### src/rtl/hazard_ctrl.sv
// Registered hazard controller for the five-stage MIPS pipeline: load-use stalls, redirect flushes,
// data-memory wait freeze and fetch-miss bubbles. HAZARD_PERF_EN adds stall/flush event counters.
module hazard_ctrl #(
    parameter int REG_AW       = 5,
    parameter int LOAD_STALLS  = 1,
    parameter int FLUSH_CYCLES = 1
) (
    input  logic              CLK,
    input  logic              nRST,
    input  logic              ihit,
    input  logic              dhit,
    input  logic              exmem_dren,
    input  logic              exmem_dwen,
    input  logic [REG_AW-1:0] ifid_rs,
    input  logic [REG_AW-1:0] ifid_rt,
    input  logic              ifid_uses_rt,
    input  logic              idex_dren,
    input  logic [REG_AW-1:0] idex_rt,
    input  logic [1:0]        idex_pcsrc,
    input  logic              idex_brtaken,
    output logic              pc_en,
    output logic              ifid_en,
    output logic              idex_en,
    output logic              exmem_en,
    output logic              memwb_en,
    output logic              ifid_flush,
    output logic              idex_flush,
    output logic [1:0]        hz_state
`ifdef HAZARD_PERF_EN
    ,
    output logic [31:0]       stall_cnt,
    output logic [31:0]       flush_cnt
`endif
);
    typedef enum logic [1:0] {
        RUN      = 2'd0,
        LU_STALL = 2'd1,
        FLUSH    = 2'd2,
        MEM_WAIT = 2'd3
    } state_t;

    localparam logic [2:0] LU_RELOAD = 3'(LOAD_STALLS - 1);
    localparam logic [2:0] FL_RELOAD = 3'(FLUSH_CYCLES - 1);
    localparam bit         LU_MULTI  = (LOAD_STALLS > 1);
    localparam bit         FL_MULTI  = (FLUSH_CYCLES > 1);

    state_t     state, ret_state, eff_state, state_nx, ret_nx;
    logic [2:0] cnt, cnt_nx;
    logic       memwait, redirect, loaduse, redirect_acc;

    // ihit/dhit are single-cycle completion strobes: a cycle without them must not advance that stage.
    assign memwait  = (exmem_dren | exmem_dwen) & ~dhit;
    assign redirect = (idex_pcsrc == 2'b01) | (idex_pcsrc == 2'b11)
                    | ((idex_pcsrc == 2'b10) & idex_brtaken);
    assign loaduse  = idex_dren & (idex_rt != '0)
                    & ((idex_rt == ifid_rs) | (ifid_uses_rt & (idex_rt == ifid_rt)));

    // The dhit cycle already behaves as the interrupted state, so a wait costs only the dhit-low cycles.
    assign eff_state = (state == MEM_WAIT) ? ret_state : state;
    assign hz_state  = state;

    always_comb begin
        pc_en        = 1'b1;
        ifid_en      = 1'b1;
        idex_en      = 1'b1;
        exmem_en     = 1'b1;
        memwb_en     = 1'b1;
        ifid_flush   = 1'b0;
        idex_flush   = 1'b0;
        state_nx     = eff_state;
        ret_nx       = ret_state;
        cnt_nx       = cnt;
        redirect_acc = 1'b0;
        if (memwait) begin
            pc_en    = 1'b0;
            ifid_en  = 1'b0;
            idex_en  = 1'b0;
            exmem_en = 1'b0;
            memwb_en = 1'b0;
            state_nx = MEM_WAIT;
            ret_nx   = eff_state;
        end else if (redirect) begin
            redirect_acc = 1'b1;
            ifid_flush   = 1'b1;
            idex_flush   = 1'b1;
            if (FL_MULTI) begin
                state_nx = FLUSH;
                cnt_nx   = FL_RELOAD;
            end else begin
                state_nx = RUN;
                cnt_nx   = '0;
            end
        end else begin
            case (eff_state)
                FLUSH: begin
                    ifid_flush = 1'b1;
                    pc_en      = ihit;
                    cnt_nx     = cnt - 3'd1;
                    if (cnt <= 3'd1) begin
                        state_nx = RUN;
                        cnt_nx   = '0;
                    end
                end
                LU_STALL: begin
                    pc_en      = 1'b0;
                    ifid_en    = 1'b0;
                    idex_flush = 1'b1;
                    cnt_nx     = cnt - 3'd1;
                    if (cnt <= 3'd1) begin
                        state_nx = RUN;
                        cnt_nx   = '0;
                    end
                end
                default: begin
                    if (loaduse) begin
                        pc_en      = 1'b0;
                        ifid_en    = 1'b0;
                        idex_flush = 1'b1;
                        if (LU_MULTI) begin
                            state_nx = LU_STALL;
                            cnt_nx   = LU_RELOAD;
                        end
                    end else if (!ihit) begin
                        pc_en      = 1'b0;
                        ifid_flush = 1'b1;
                    end
                end
            endcase
        end
        if (!nRST) begin
            pc_en        = 1'b0;
            ifid_en      = 1'b0;
            idex_en      = 1'b0;
            exmem_en     = 1'b0;
            memwb_en     = 1'b0;
            ifid_flush   = 1'b1;
            idex_flush   = 1'b1;
            redirect_acc = 1'b0;
        end
    end

    always_ff @(posedge CLK or negedge nRST) begin
        if (!nRST) begin
            state     <= RUN;
            ret_state <= RUN;
            cnt       <= '0;
        end else begin
            state     <= state_nx;
            ret_state <= ret_nx;
            cnt       <= cnt_nx;
        end
    end

`ifdef HAZARD_PERF_EN
    always_ff @(posedge CLK or negedge nRST) begin
        if (!nRST) begin
            stall_cnt <= '0;
            flush_cnt <= '0;
        end else begin
            if (!pc_en)       stall_cnt <= stall_cnt + 32'd1;
            if (redirect_acc) flush_cnt <= flush_cnt + 32'd1;
        end
    end
`endif
endmodule

### config.mk
export PLATFORM = sky130hd
export DESIGN_NAME = hazard_ctrl
export DESIGN_NICKNAME = d
export VERILOG_FILES = /design/src/rtl/hazard_ctrl.sv
export SDC_FILE = /design/constraint.sdc
export NUM_CORES = 1
export LEC_CHECK = 0
export CAP_MARGIN = 25
export CORE_UTILIZATION = 40
export CTS_CLUSTER_DIAMETER = 80
export DETAILED_ROUTE_END_ITERATION = 12
export PLACE_DENSITY_LB_ADDON = 0.25
export SETUP_SLACK_MARGIN = 0.2
export SYNTH_ARGS = -nofsm -noshare
export SYNTH_HDL_FRONTEND = slang
export SYNTH_SLANG_ARGS = --single-unit
### constraint.sdc
create_clock -name CLK -period 4.3 [get_ports CLK]
set_input_delay 1.29 -clock CLK [delete_from_list [all_inputs] [get_ports CLK]]
set_output_delay 1.29 -clock CLK [all_outputs]
set_load 0.01 [all_outputs]
Word-level counts from Yosys, hierarchy flattened
Index checks and enable logic that the tools add are counted.

Register bits: 7. Output and inout port bits: 9. Input bits: 26. Word-level logic and storage cells: 60.

Reduce and logical (&&, ||, !) cells: 4. Add/subtract/negate cells: 1. Bitwise gates (word level): 11. Muxes and demuxes: 32. Magnitude comparators: 1. Eq/ne operators: 8.

Operator list (count): 1-bit two-way mux (20); 5-bit == test (2); 2-bit two-way mux (5); 3-bit two-way mux (3); 2-bit == test (second input constant) (4); 1-bit case mux with 2 select lines (4); 1-bit AND (5); 5-bit nonzero test (1); 2-bit by 1-bit == test with 1-bit output (second input constant) (2); 1-bit OR (4); 3-bit by 1-bit <= comparator with 1-bit output (second input constant) (1); 3-bit by 1-bit subtractor with 3-bit output (second input constant) (1); 1-bit NOT (2); 2-bit AND reduction (1); 2-bit nonzero test (1); 2-bit OR reduction (1).

Longest topological paths before layout
Depth after elaboration: 9. Depth in mapped cells: 8. Mapped depth without buffers: 8.

Worst setup path before layout
No wires, ideal clock.

Path kind: input port to output port. From: input idex_rt[1]. To: output pc_en. Buffers on the path: 0. Stages on the path: 4. Path slack: 0.668 ns. Data required time: 3.010 ns. Arrival: 2.342 ns. Path through: or4_4 -> o21ai_4 -> nor2_2 -> a221oi_2.

Longest elaborated chain between the ends: 9. Elaborated cells on any way between the ends: 12.

Ends and longest elaborated chain: from (decl) (RTL line 18) `input logic [REG_AW-1:0] idex_rt,`; 5-bit == test (RTL line 56) `& ((idex_rt == ifid_rs) | (ifid_uses_rt & (idex_rt == ifid_rt)));`; 1-bit AND (RTL line 56); 1-bit OR (RTL line 56); 1-bit AND * (RTL line 56); 1-bit two-way mux * (RTL line 115) `if (loaduse) begin`; 1-bit case mux with 2 select lines * (RTL line 94) `case (eff_state)`; 1-bit two-way mux * (RTL line 82) `end else if (redirect) begin`; 1-bit two-way mux * (RTL line 74) `if (memwait) begin`; 1-bit two-way mux * (RTL line 130) `if (!nRST) begin`; to (decl) (RTL line 21) `output logic pc_en,`.

Mark *: on every way between the ends. The rest lies on a longest branch, timed or not.

Worst setup path after layout
From: input idex_rt[3]. To: output idex_flush.

Longest elaborated chain between the ends: 9. Elaborated cells on any way between the ends: 12.

Ends and longest elaborated chain: 5-bit == test (RTL line 56); 1-bit AND (RTL line 56); 1-bit OR (RTL line 56); 1-bit AND * (RTL line 56); 1-bit two-way mux * (RTL line 115); 1-bit case mux with 2 select lines * (RTL line 94); 1-bit two-way mux * (RTL line 82); 1-bit two-way mux * (RTL line 74); 1-bit two-way mux * (RTL line 130); to (decl) (RTL line 27) `output logic idex_flush,`.

Marked as above.

==> impl_metrics.env <==
export IMPL_diodes=0
export IMPL_syn_area_per_cell_um2=8.30
export IMPL_first_global_vias=705
export IMPL_finalSetupViolCount=0
export IMPL_intPower_uw=153
export IMPL_required_ps=3010
export IMPL_clock_sinks=7
export IMPL_grt_start_max_net_pins=9
export IMPL_routedWlPerCell_um=12.6
export IMPL_postSynthCellCount=77
export IMPL_place_gp_congestion=0.794
export IMPL_cts_root_buf="clkbuf_4"
export IMPL_numPortBuffers=34
export IMPL_max_cap_violations=0
export IMPL_hold_class="reg -> reg"
export IMPL_cts_hold_buf=0
export IMPL_comb_power_share_pct=42.3
export IMPL_track_usage_pct=20.9
export IMPL_vias=693
export IMPL_ir_drop_uv=280
export IMPL_max_freq_mhz=246
export IMPL_setup_tns_ps=0
export IMPL_seq_area_um2=175
export IMPL_rsz0062_at_grt="yes"
export IMPL_layout_drive_gt1_share_pct=18.6
export IMPL_r2r_end="cnt[1]"
export IMPL_clkTransAtPathRegs_ps=50
export IMPL_synth_seq_area_share_pct=27.4
export IMPL_rows=14
export IMPL_syn2layout_area_growth_pct=65.0
export IMPL_grt_overflow=0
export IMPL_die_y_um=42.0
export IMPL_p_clk_share_pct=25.3
export IMPL_yosysWarnings=0
export IMPL_antenna_found_initial=0
export IMPL_clock_path_buffers=2
export IMPL_utilization_pct=70.0
export IMPL_status="completed"
export IMPL_h_tree_depth=1
export IMPL_dr_pass1_iters=4
export IMPL_hold_violations=0
export IMPL_multi_input_area_um2=423
export IMPL_reg2reg_slack_ps=2280
export IMPL_grt_first_pass_wirelength_um=2880
export IMPL_min_path_cells=1
export IMPL_clk_latency_ps=240
export IMPL_finClkSkew_ps=1.03
export IMPL_switching_power_uw=73.1
export IMPL_dieArea_mm2=0.00176
export IMPL_p_leak_uw=0.000555
export IMPL_power_density_mw_per_mm2=215
export IMPL_layout_common_cells="14 x clkdlybuf4s50_1, 10 x o21ai_0, 9 x inv_1, 9 x xor2_1, 8 x dlymetal6s2s_1"
export IMPL_syn_area_um2=639
export IMPL_worstPathArrival_ps=2770
export IMPL_p_total_uw=226
export IMPL_crit_path_end_kind="primary output"
export IMPL_synth_top_area_share_pct=27.4
export IMPL_hpwl_um=1340
export IMPL_period_minus_slack_ps=4060
export IMPL_swShare_pct=32.3
export IMPL_dr_first_iter_drc_count=30
export IMPL_layout_commonest_cell="clkdlybuf4s50_1"
export IMPL_crit_type="in -> out"
export IMPL_yosysTopAreaCell="dfrtp_1"
export IMPL_ios=35
export IMPL_r2r_start="hz_state[0]"
export IMPL_slew_headroom_pct=69.2
export IMPL_core_area_mm2=0.00151
export IMPL_drt_wl_total_um=1690
export IMPL_cp_start_kind="primary input"
export IMPL_netlist_top_cells_area="dfrtp_1 27%, xor2_1 12%, o21ai_0 8.6%, ha_1 7.8%, inv_1 5.3%"
export IMPL_ys_ff_latch=7
export IMPL_fin_crit_sh_pct=94.4
export IMPL_synthDistinctLibCells=28
export IMPL_hold_path_startpoint="cnt[2]"
export IMPL_die_w_um=42.0
export IMPL_ant_nets=0
export IMPL_via_per_inst=5.17
export IMPL_hold_path_end="cnt[2]"
export IMPL_start_util_pct=42.4
export IMPL_worst_slew_pin_slew_ps=457
export IMPL_nNetsFinal=149
export IMPL_finalMaxSlewViolations=0
export IMPL_cts_buffers=3
export IMPL_cp_max_fo=3
export IMPL_synth_fp_nets=107
export IMPL_fillCellCount=124
export IMPL_seq_power_share_pct=32.5
export IMPL_cts_tree="done"
export IMPL_drc=0
export IMPL_rr_worst_depth=8
timing repair:
item | CTS | global route
setup endpoints to repair | 4 | 7
resized for setup | 27 | 13
pin swaps | 5 | 9
buffers inserted | 1 | 0
worst max path at each step:
stage               startpoint          to
finish              idex_rt[3]  idex_flush
global route        idex_rt[1]       pc_en
CTS                 idex_rt[2]       pc_en
detailed placement  idex_rt[1]       pc_en
global placement    idex_rt[1]       pc_en
floorplan           idex_rt[1]       pc_en
area by class of cell:
type | count | share of cell area [%]
Tap cell | 16 | 1.90
Sequential cell | 7 | 16.6
Timing Repair Buffer | 40 | 35.7
Multi-Input combinational cell | 58 | 40.1
Inverter | 9 | 3.20
Clock buffer | 4 | 2.49
cell usage after synthesis, drive strengths merged:
master	instances
o21ai	13
inv	9
xor2	9
dfrtp	7
nor2	6
a21oi	5
nand2	5
ha	4
buf	2
o31ai	2
o41ai	2
a21o	1
a221oi	1
a32oi	1
clkbuf	1
nand3	1
nor3	1
nor4	1
o21a	1
o21bai	1
o31a	1
or2	1
or4	1
xnor2	1
cell families after synthesis:
logic type,synth area share (%)
buffers and inverters,8.22
adder cells (fa/ha/maj),7.83
flip-flops,27.4
AO/OA/AOI/OAI,30.7
XOR/XNOR,13.7
AND/OR/NAND/NOR,12.1
layer usage:
metal / vias to the layer above / track usage (%) / wire, um
li1: 353 / - / -
met1: 320 / 26.6 / 774
met2: 20 / 37.8 / 835
met3: 0 / 3.88 / 75
met4: 0 / 1.94 / 0
met5: - / 0 / 0
state kept, by name, summed over array words and instances, names as in the netlist:
register / count
cnt: 3
hz_state: 2
ret_state: 2
per-stage QoR:
stage	cell area, um^2	setup WS [ps]	hold slack [ps]	instances
after global placement	1020	-370	464	129
after detailed placement	1020	-369	468	129
after CTS	1040	125	475	134
final	1050	241	472	134
after global routing	1050	199	498	134
after floorplan	639	668	443	77
critical path: stages:
cell           delay, ps
dlygate4sd2_1        270
or4_4                510
o21ai_4              220
buf_6                130
o31a_1               140
o21ai_1               50
buf_2                150
power by group through the flow:
stage                     Combinational (uW)  Sequential (uW)  Clock (uW)
final                                   95.7             73.5        57.2
after global routing                     104             74.0        64.0
after CTS                               94.4             73.4        59.0
after detailed placement                97.4             74.5           0
after global placement                  95.6             74.4           0
after floorplan                         44.1             74.9           0
Power figures use the tool's default switching activity.
